`src/rtl/sdram_pkg.sv`:
```
// -----------------------------------------------------------------------------
// sdram_pkg
// Definitions shared between the SDRAM access FSM and the tile DMA sequencer
// that sits in front of it.
//   SDRAM_ADDR_WIDTH / SDRAM_DATA_WIDTH : default word-address and word widths
//   dma_state_t                         : sequencer states
// -----------------------------------------------------------------------------
package sdram_pkg;

    localparam int SDRAM_ADDR_WIDTH = 24;
    localparam int SDRAM_DATA_WIDTH = 16;

    typedef enum logic [2:0] {
        DMA_IDLE,
        DMA_FILL,
        DMA_ISSUE,
        DMA_WAIT,
        DMA_DRAIN,
        DMA_FINISH
    } dma_state_t;

endpackage

```
`src/rtl/sdram_tile_dma_if.sv`:
```
// -----------------------------------------------------------------------------
// sdram_tile_dma_if
// Single-word request/response bus between the tile DMA (master) and the
// SDRAM access FSM (slave).
//   mem_start_read / mem_start_write : one-cycle start strobes  (master -> slave)
//   mem_addr / mem_data_in           : word address, write word (master -> slave)
//   mem_data_out                     : read word                (slave -> master)
//   mem_done                         : access-complete pulse    (slave -> master)
// -----------------------------------------------------------------------------
interface sdram_tile_dma_if
    import sdram_pkg::*;
#(
    parameter int ADDR_WIDTH = SDRAM_ADDR_WIDTH,
    parameter int DATA_WIDTH = SDRAM_DATA_WIDTH
);

    logic                  mem_start_read;
    logic                  mem_start_write;
    logic [ADDR_WIDTH-1:0] mem_addr;
    logic [DATA_WIDTH-1:0] mem_data_in;
    logic [DATA_WIDTH-1:0] mem_data_out;
    logic                  mem_done;

    modport master (
        output mem_start_read, mem_start_write, mem_addr, mem_data_in,
        input  mem_data_out, mem_done
    );

    modport slave (
        input  mem_start_read, mem_start_write, mem_addr, mem_data_in,
        output mem_data_out, mem_done
    );

endinterface

```
`src/rtl/sdram_tile_dma.sv`:
```
// -----------------------------------------------------------------------------
// sdram_tile_dma
// Turns one command (direction, base word address, word count) into a run of
// single-word accesses on the SDRAM access FSM. Reads stream fetched words out
// over rd_valid/rd_ready; writes drain words arriving on wr_valid/wr_ready
// into consecutive addresses. One word is in flight at a time.
//
// Ports
//   clk, rst_n            : clock, asynchronous active-low reset
//   cmd_valid/cmd_ready   : command handshake (ready only when idle)
//   cmd_write/addr/len    : direction (1 = stream->SDRAM), base, word count
//   busy, xfer_done       : not idle / one-cycle end-of-command pulse
//   rd_data/valid/ready   : read stream to the tile buffers
//   wr_data/valid/ready   : write stream from the array
//   mem                   : master side of the access-FSM bus
//   xfer_checksum         : modulo-2^DATA_WIDTH sum of the transferred words,
//                           present only when SDRAM_TILE_DMA_CHECKSUM_EN is set
//
// All outputs are registers or decodes of the state register, so there is no
// combinational path from any input to any output.
// -----------------------------------------------------------------------------
module sdram_tile_dma
    import sdram_pkg::*;
#(
    parameter int ADDR_WIDTH = SDRAM_ADDR_WIDTH,
    parameter int DATA_WIDTH = SDRAM_DATA_WIDTH,
    parameter int LEN_WIDTH  = 12
) (
    input  logic                  clk,
    input  logic                  rst_n,
    input  logic                  cmd_valid,
    output logic                  cmd_ready,
    input  logic                  cmd_write,
    input  logic [ADDR_WIDTH-1:0] cmd_addr,
    input  logic [LEN_WIDTH-1:0]  cmd_len,
    output logic                  busy,
    output logic                  xfer_done,
    output logic [DATA_WIDTH-1:0] rd_data,
    output logic                  rd_valid,
    input  logic                  rd_ready,
    input  logic [DATA_WIDTH-1:0] wr_data,
    input  logic                  wr_valid,
    output logic                  wr_ready,
`ifdef SDRAM_TILE_DMA_CHECKSUM_EN
    output logic [DATA_WIDTH-1:0] xfer_checksum,
`endif
    sdram_tile_dma_if.master      mem
);

    dma_state_t            state, state_nxt;
    logic                  is_write;
    logic [ADDR_WIDTH-1:0] cur_addr;
    logic [LEN_WIDTH-1:0]  remaining;
    logic [DATA_WIDTH-1:0] rd_word_q;
    logic [DATA_WIDTH-1:0] wr_word_q;
    logic                  last_word;

    assign last_word       = (remaining == LEN_WIDTH'(1));
    assign mem.mem_addr    = cur_addr;
    assign mem.mem_data_in = wr_word_q;
    assign rd_data         = rd_word_q;

    // NOTE: sequential state uses non-blocking (<=) so every flop samples the
    // pre-edge values; blocking here would create order-dependent races.
    always_ff @(posedge clk or negedge rst_n) begin
        if (!rst_n) begin
            state <= DMA_IDLE;
        end else begin
            state <= state_nxt;
        end
    end

    // NOTE: every output of this block gets a default before the case, so no
    // path leaves a signal unassigned and no latch is inferred.
    always_comb begin
        state_nxt           = state;
        cmd_ready           = 1'b0;
        busy                = 1'b1;
        xfer_done           = 1'b0;
        rd_valid            = 1'b0;
        wr_ready            = 1'b0;
        mem.mem_start_read  = 1'b0;
        mem.mem_start_write = 1'b0;

        case (state)
            DMA_IDLE: begin
                cmd_ready = 1'b1;
                busy      = 1'b0;
                if (cmd_valid) begin
                    if (cmd_len == '0)  state_nxt = DMA_FINISH;
                    else if (cmd_write) state_nxt = DMA_FILL;
                    else                state_nxt = DMA_ISSUE;
                end
            end
            DMA_FILL: begin
                wr_ready = 1'b1;
                if (wr_valid) state_nxt = DMA_ISSUE;
            end
            DMA_ISSUE: begin
                mem.mem_start_write = is_write;
                mem.mem_start_read  = !is_write;
                state_nxt           = DMA_WAIT;
            end
            DMA_WAIT: begin
                if (mem.mem_done) begin
                    if (!is_write)      state_nxt = DMA_DRAIN;
                    else if (last_word) state_nxt = DMA_FINISH;
                    else                state_nxt = DMA_FILL;
                end
            end
            DMA_DRAIN: begin
                rd_valid = 1'b1;
                if (rd_ready) state_nxt = last_word ? DMA_FINISH : DMA_ISSUE;
            end
            DMA_FINISH: begin
                xfer_done = 1'b1;
                state_nxt = DMA_IDLE;
            end
            default: state_nxt = DMA_IDLE;
        endcase
    end

    // Datapath. The address advances once per completed word: after mem_done
    // for writes, after the stream accepts the word for reads. Wrap past the
    // top of the address space is plain modulo arithmetic.
    always_ff @(posedge clk or negedge rst_n) begin
        if (!rst_n) begin
            is_write  <= 1'b0;
            cur_addr  <= '0;
            remaining <= '0;
            rd_word_q <= '0;
            wr_word_q <= '0;
        end else begin
            case (state)
                DMA_IDLE: begin
                    if (cmd_valid) begin
                        is_write  <= cmd_write;
                        cur_addr  <= cmd_addr;
                        remaining <= cmd_len;
                    end
                end
                DMA_FILL: begin
                    if (wr_valid) wr_word_q <= wr_data;
                end
                DMA_WAIT: begin
                    if (mem.mem_done) begin
                        if (is_write) begin
                            cur_addr  <= cur_addr + ADDR_WIDTH'(1);
                            remaining <= remaining - LEN_WIDTH'(1);
                        end else begin
                            rd_word_q <= mem.mem_data_out;
                        end
                    end
                end
                DMA_DRAIN: begin
                    if (rd_ready) begin
                        cur_addr  <= cur_addr + ADDR_WIDTH'(1);
                        remaining <= remaining - LEN_WIDTH'(1);
                    end
                end
                default: ;
            endcase
        end
    end

`ifdef SDRAM_TILE_DMA_CHECKSUM_EN
    // Running sum of the words that actually changed hands on either stream;
    // it stops moving once the command ends and holds until the next accept.
    always_ff @(posedge clk or negedge rst_n) begin
        if (!rst_n) begin
            xfer_checksum <= '0;
        end else if (state == DMA_IDLE && cmd_valid) begin
            xfer_checksum <= '0;
        end else if (state == DMA_DRAIN && rd_ready) begin
            xfer_checksum <= xfer_checksum + rd_word_q;
        end else if (state == DMA_FILL && wr_valid) begin
            xfer_checksum <= xfer_checksum + wr_data;
        end
    end
`endif

endmodule

```
`src/flat_wrapper.sv`:
```
// flat-port wrapper written by rule: the top's interface ports become plain ports
module sdram_tile_dma_flat import sdram_pkg::*;
#(
    parameter int ADDR_WIDTH = SDRAM_ADDR_WIDTH,
    parameter int DATA_WIDTH = SDRAM_DATA_WIDTH,
    parameter int LEN_WIDTH  = 12
)
  (clk, rst_n, cmd_valid, cmd_ready, cmd_write, cmd_addr, cmd_len, busy, xfer_done, rd_data, rd_valid, rd_ready, wr_data, wr_valid, wr_ready, mem_mem_start_read, mem_mem_start_write, mem_mem_addr, mem_mem_data_in, mem_mem_data_out, mem_mem_done);
  sdram_tile_dma_if #(.ADDR_WIDTH(ADDR_WIDTH), .DATA_WIDTH(DATA_WIDTH)) mem_i ();
  input  logic clk;
  input  logic rst_n;
  input  logic cmd_valid;
  output logic cmd_ready;
  input  logic cmd_write;
  input  logic [ADDR_WIDTH-1:0] cmd_addr;
  input  logic [LEN_WIDTH-1:0] cmd_len;
  output logic busy;
  output logic xfer_done;
  output logic [DATA_WIDTH-1:0] rd_data;
  output logic rd_valid;
  input  logic rd_ready;
  input  logic [DATA_WIDTH-1:0] wr_data;
  input  logic wr_valid;
  output logic wr_ready;
  output wire logic [$bits(mem_i.mem_start_read)-1:0] mem_mem_start_read;
  output wire logic [$bits(mem_i.mem_start_write)-1:0] mem_mem_start_write;
  output wire logic [$bits(mem_i.mem_addr)-1:0] mem_mem_addr;
  output wire logic [$bits(mem_i.mem_data_in)-1:0] mem_mem_data_in;
  input wire logic [$bits(mem_i.mem_data_out)-1:0] mem_mem_data_out;
  input wire logic [$bits(mem_i.mem_done)-1:0] mem_mem_done;
  assign mem_mem_start_read = mem_i.mem_start_read;
  assign mem_mem_start_write = mem_i.mem_start_write;
  assign mem_mem_addr = mem_i.mem_addr;
  assign mem_mem_data_in = mem_i.mem_data_in;
  assign mem_i.mem_data_out = mem_mem_data_out;
  assign mem_i.mem_done = mem_mem_done;
  sdram_tile_dma #(.ADDR_WIDTH(ADDR_WIDTH), .DATA_WIDTH(DATA_WIDTH), .LEN_WIDTH(LEN_WIDTH)) u_core (.clk(clk), .rst_n(rst_n), .cmd_valid(cmd_valid), .cmd_ready(cmd_ready), .cmd_write(cmd_write), .cmd_addr(cmd_addr), .cmd_len(cmd_len), .busy(busy), .xfer_done(xfer_done), .rd_data(rd_data), .rd_valid(rd_valid), .rd_ready(rd_ready), .wr_data(wr_data), .wr_valid(wr_valid), .wr_ready(wr_ready), .mem(mem_i));
endmodule
```
`config.mk`:
```
export PLATFORM = sky130hd
export DESIGN_NAME = sdram_tile_dma_flat
export DESIGN_NICKNAME = d
export VERILOG_FILES = /design/src/rtl/sdram_pkg.sv /design/src/rtl/sdram_tile_dma_if.sv /design/src/rtl/sdram_tile_dma.sv /design/src/flat_wrapper.sv
export SDC_FILE = /design/constraint.sdc
export NUM_CORES = 1
export LEC_CHECK = 0
export ABC_AREA = 1
export BUFFER_PORTS_ARGS = -buffer_cell sky130_fd_sc_hd__buf_2
export CORE_UTILIZATION = 50
export CTS_CLUSTER_DIAMETER = 80
export CTS_CLUSTER_SIZE = 16
export DETAILED_ROUTE_END_ITERATION = 8
export PLACE_DENSITY = 0.78
export SYNTH_ARGS = -nofsm -noshare
export SYNTH_HDL_FRONTEND = slang
export SYNTH_SLANG_ARGS = --single-unit
```
`constraint.sdc`:
```
create_clock -name clk -period 2.7 [get_ports clk]
set_input_delay 0.135 -clock clk [delete_from_list [all_inputs] [get_ports clk]]
set_output_delay 0.135 -clock clk [all_outputs]
set_load 0.03 [all_outputs]
```
==> impl_metrics.env <==
export IMPL_routed_via_density=5.29
export IMPL_min_path_type="primary input to register"
export IMPL_power_mw=6.97
export IMPL_crit_chain="nand2_2 > inv_2 > nand2_1 > nand3_2 > nor2_8 > buf_4 > o211ai_1 > nand2_1"
export IMPL_synthCells=573
export IMPL_io_pins=138
export IMPL_n_antenna_cell=0
export IMPL_drt_wl_total_um=11400
export IMPL_timing_final_ws_setup_ps=680
export IMPL_post_cts_buffers=0
export IMPL_hold_viol=0
export IMPL_critPathTopFamily="simple AND/OR/NAND/NOR gates"
export IMPL_syn_area_um2=4320
export IMPL_slew_headroom_pct=48.9
export IMPL_drtIter0Drc=320
export IMPL_cts_root_buffer="clkbuf_8"
export IMPL_finalSetupTns_ps=0
export IMPL_fin_util_pct=63.5
export IMPL_max_stage_delay_ps=500
export IMPL_p_clk_share_pct=11.6
export IMPL_startpoint_type="register"
export IMPL_area_growth_synth_to_final_pct=21.9
export IMPL_swShare_pct=52.8
export IMPL_die_h_um=95.0
export IMPL_ys_seq_area_share_pct=41.7
export IMPL_cts_tree="built"
export IMPL_ys_seq_elements=72
export IMPL_ys_top_cells_by_area="dfrtp_1, nand2_1, mux2_2"
export IMPL_grt_antenna_before_repair=0
export IMPL_peakVddDrop_mv=0.705
export IMPL_cts_resized_gates=0
export IMPL_worstPathArrival_ps=2300
export IMPL_nFillCells=770
export IMPL_intPower_mw=3.29
export IMPL_htree_num_levels=3
export IMPL_drc=0
export IMPL_die_w_um=95.0
export IMPL_initial_core_util_pct=52.1
export IMPL_status="finished clean"
export IMPL_die_area_um2=9020
export IMPL_fp_row_count=33
export IMPL_drv_cap=0
export IMPL_antenna_left=0
export IMPL_synth_distinct_cells=31
export IMPL_coreArea_um2=8300
export IMPL_synthTopCellsByCount="nand2_1, dfrtp_1, nor2_1"
export IMPL_placement_io_buffers=137
export IMPL_pwr_share_comb_pct=57.1
export IMPL_drt_first_pass_iters=5
export IMPL_fin_nets=790
export IMPL_worstSetupPathType="register to register"
export IMPL_wl_per_cell_um=13.9
export IMPL_synthFlopType="dfrtp_1"
export IMPL_fin_cells=822
export IMPL_crit_top_cell="nand2_1"
export IMPL_max_freq_mhz=495
export IMPL_fin_skew_ps=12.9
export IMPL_grt_pass1_vias=3968
export IMPL_postCtsHoldBufs=1
export IMPL_seqPwrFrac_pct=31.4
export IMPL_grt_pass1_wl_um=17900
export IMPL_holdWs_ps=10.2
export IMPL_multi_input_area_um2=2220
export IMPL_globalRoute_totalOverflow=0
export IMPL_gp_congestion=0.933
export IMPL_rsz0062_at_grt="false"
export IMPL_dp_cells=803
export IMPL_worstSetupEndpointType="register"
export IMPL_path_buf_inv=2
export IMPL_ys_async_sr_fraction_pct=100
export IMPL_ff_latch_area_um2=1800
export IMPL_place_ws_ps=681
export IMPL_slowest_stage="dfrtp_1"
export IMPL_setup_viol_count_final=0
export IMPL_synth_edf_count=0
export IMPL_fin_crit_ps=2020
export IMPL_worstMarginPinSlew_ps=766
export IMPL_crit_required_ps=2990
export IMPL_routed_via_count=4351
export IMPL_maxSlewViolCount=0
export IMPL_synth_top_cell_by_area="dfrtp_1"
export IMPL_pwr_density_cell_nw_per_um2=1320
export IMPL_dpl_instance_area_um2=5060
export IMPL_synth_top_area_share_pct=41.7
export IMPL_finalInstanceArea_um2=5270
export IMPL_cts_max_path_buffers=2
export IMPL_numClockSinks=72
export IMPL_grt_max_degree=42
export IMPL_cts_buffers=9
export IMPL_power_leakage_nw=2.67
export IMPL_p_switching_mw=3.68
export IMPL_yosysWarnings=0
export IMPL_drive_gt1_share_pct=30.5
export IMPL_synth_net_count=651
export IMPL_finalCritPeriodShare_pct=74.8
export IMPL_syn_area_per_cell_um2=7.55
export IMPL_hpwl_um=8460
export IMPL_worst_path_max_fanout=31
export IMPL_clkTransAtPathRegs_ps=80
export IMPL_grt_use_total_pct=25.5
export IMPL_yosysMostFrequentCell="nand2_1"
export IMPL_clk_latency_ps=350
==> cell families after synthesis <==
| family | synth area share (%) |
|---|---|
| fa+ha+maj | 0.868 |
| buf+inv | 7.26 |
| mux | 8.33 |
| compound gates | 5.27 |
| simple gates | 35.8 |
| xor+xnor | 0.810 |
| flops | 41.7 |
==> worst register-to-register path: stages (launching register included) <==
cell	delay (ps)
dfrtp_1	500
nand2_2	160
inv_2	70
nand2_1	90
nand3_2	250
nor2_8	440
buf_4	270
o211ai_1	110
nand2_1	70
==> per-layer routing <==
layer  track usage (%)  routed length, µm  vias up
met3              4.83                637       24
met5                 0                  0        -
met2              43.9               5810      158
li1                  -                  -     2120
met4              8.33                239        0
met1              32.1               4720     2049
==> cells in the final DEF (no fill, tap or decap), drive strengths merged <==
cell type,n
o21ai,36
clkinvlp,1
or2,14
nor3,12
nor2,67
mux2,32
nand2,192
clkinv,2
xnor2,1
buf,141
ha,3
dfrtp,72
o211ai,3
a21oi,2
nand3b,1
nand3,64
xor2,3
clkbuf,11
nand4,7
inv,50
dlygate4sd3,3
==> cell type report <==
class                           instances  area share [%]
Multi-Input combinational cell        437            42.0
Sequential cell                        72            34.2
Clock buffer                           11            2.68
Tap cell                              105            2.49
Inverter                               48            3.47
Clock inverter                          5           0.736
Timing Repair Buffer                  144            14.4
==> flip-flops by register name, indices dropped and copies added (netlist names) <==
name and flops:
u_core.mem.mem_data_in 16, u_core.is_write 1, u_core.state 3, u_core.mem.mem_addr 24, u_core.remaining 12, u_core.rd_data 16
==> worst paths after layout <==
| check | cells past startpoint | startpoint | endpoint | slack [ps] |
|---|---|---|---|---|
| min in group asynchronous | 2 | rst_n | u_core.mem.mem_addr[5]$_DFFE_PN0P_ | 390 |
| max | 8 | u_core.state[2]$_DFFE_PN0P_ | u_core.mem.mem_addr[10]$_DFFE_PN0P_ | 680 |
| min reg2reg | 1 | u_core.rd_data[9]$_DFFE_PN0P_ | u_core.rd_data[9]$_DFFE_PN0P_ | 510 |
| max in group asynchronous | 3 | rst_n | u_core.mem.mem_data_in[4]$_DFFE_PN0P_ | 1620 |
| max reg2reg | 8 | u_core.state[2]$_DFFE_PN0P_ | u_core.mem.mem_addr[10]$_DFFE_PN0P_ | 680 |
| min | 2 | mem_mem_data_out[0] | u_core.rd_data[0]$_DFFE_PN0P_ | 10 |
==> power by group through the flow <==
stage / sequential, mW / combinational [mW] / clock (mW)
2_1_floorplan: 2.92 / 2.26 / 0
3_3_place_gp: 2.16 / 3.85 / 0
3_5_place_dp: 2.19 / 3.97 / 0
4_1_cts: 2.18 / 3.99 / 0.817
5_1_grt: 2.27 / 4.37 / 0.866
6_report: 2.19 / 3.98 / 0.806
Note: power is estimated with default switching activity, not from simulation.
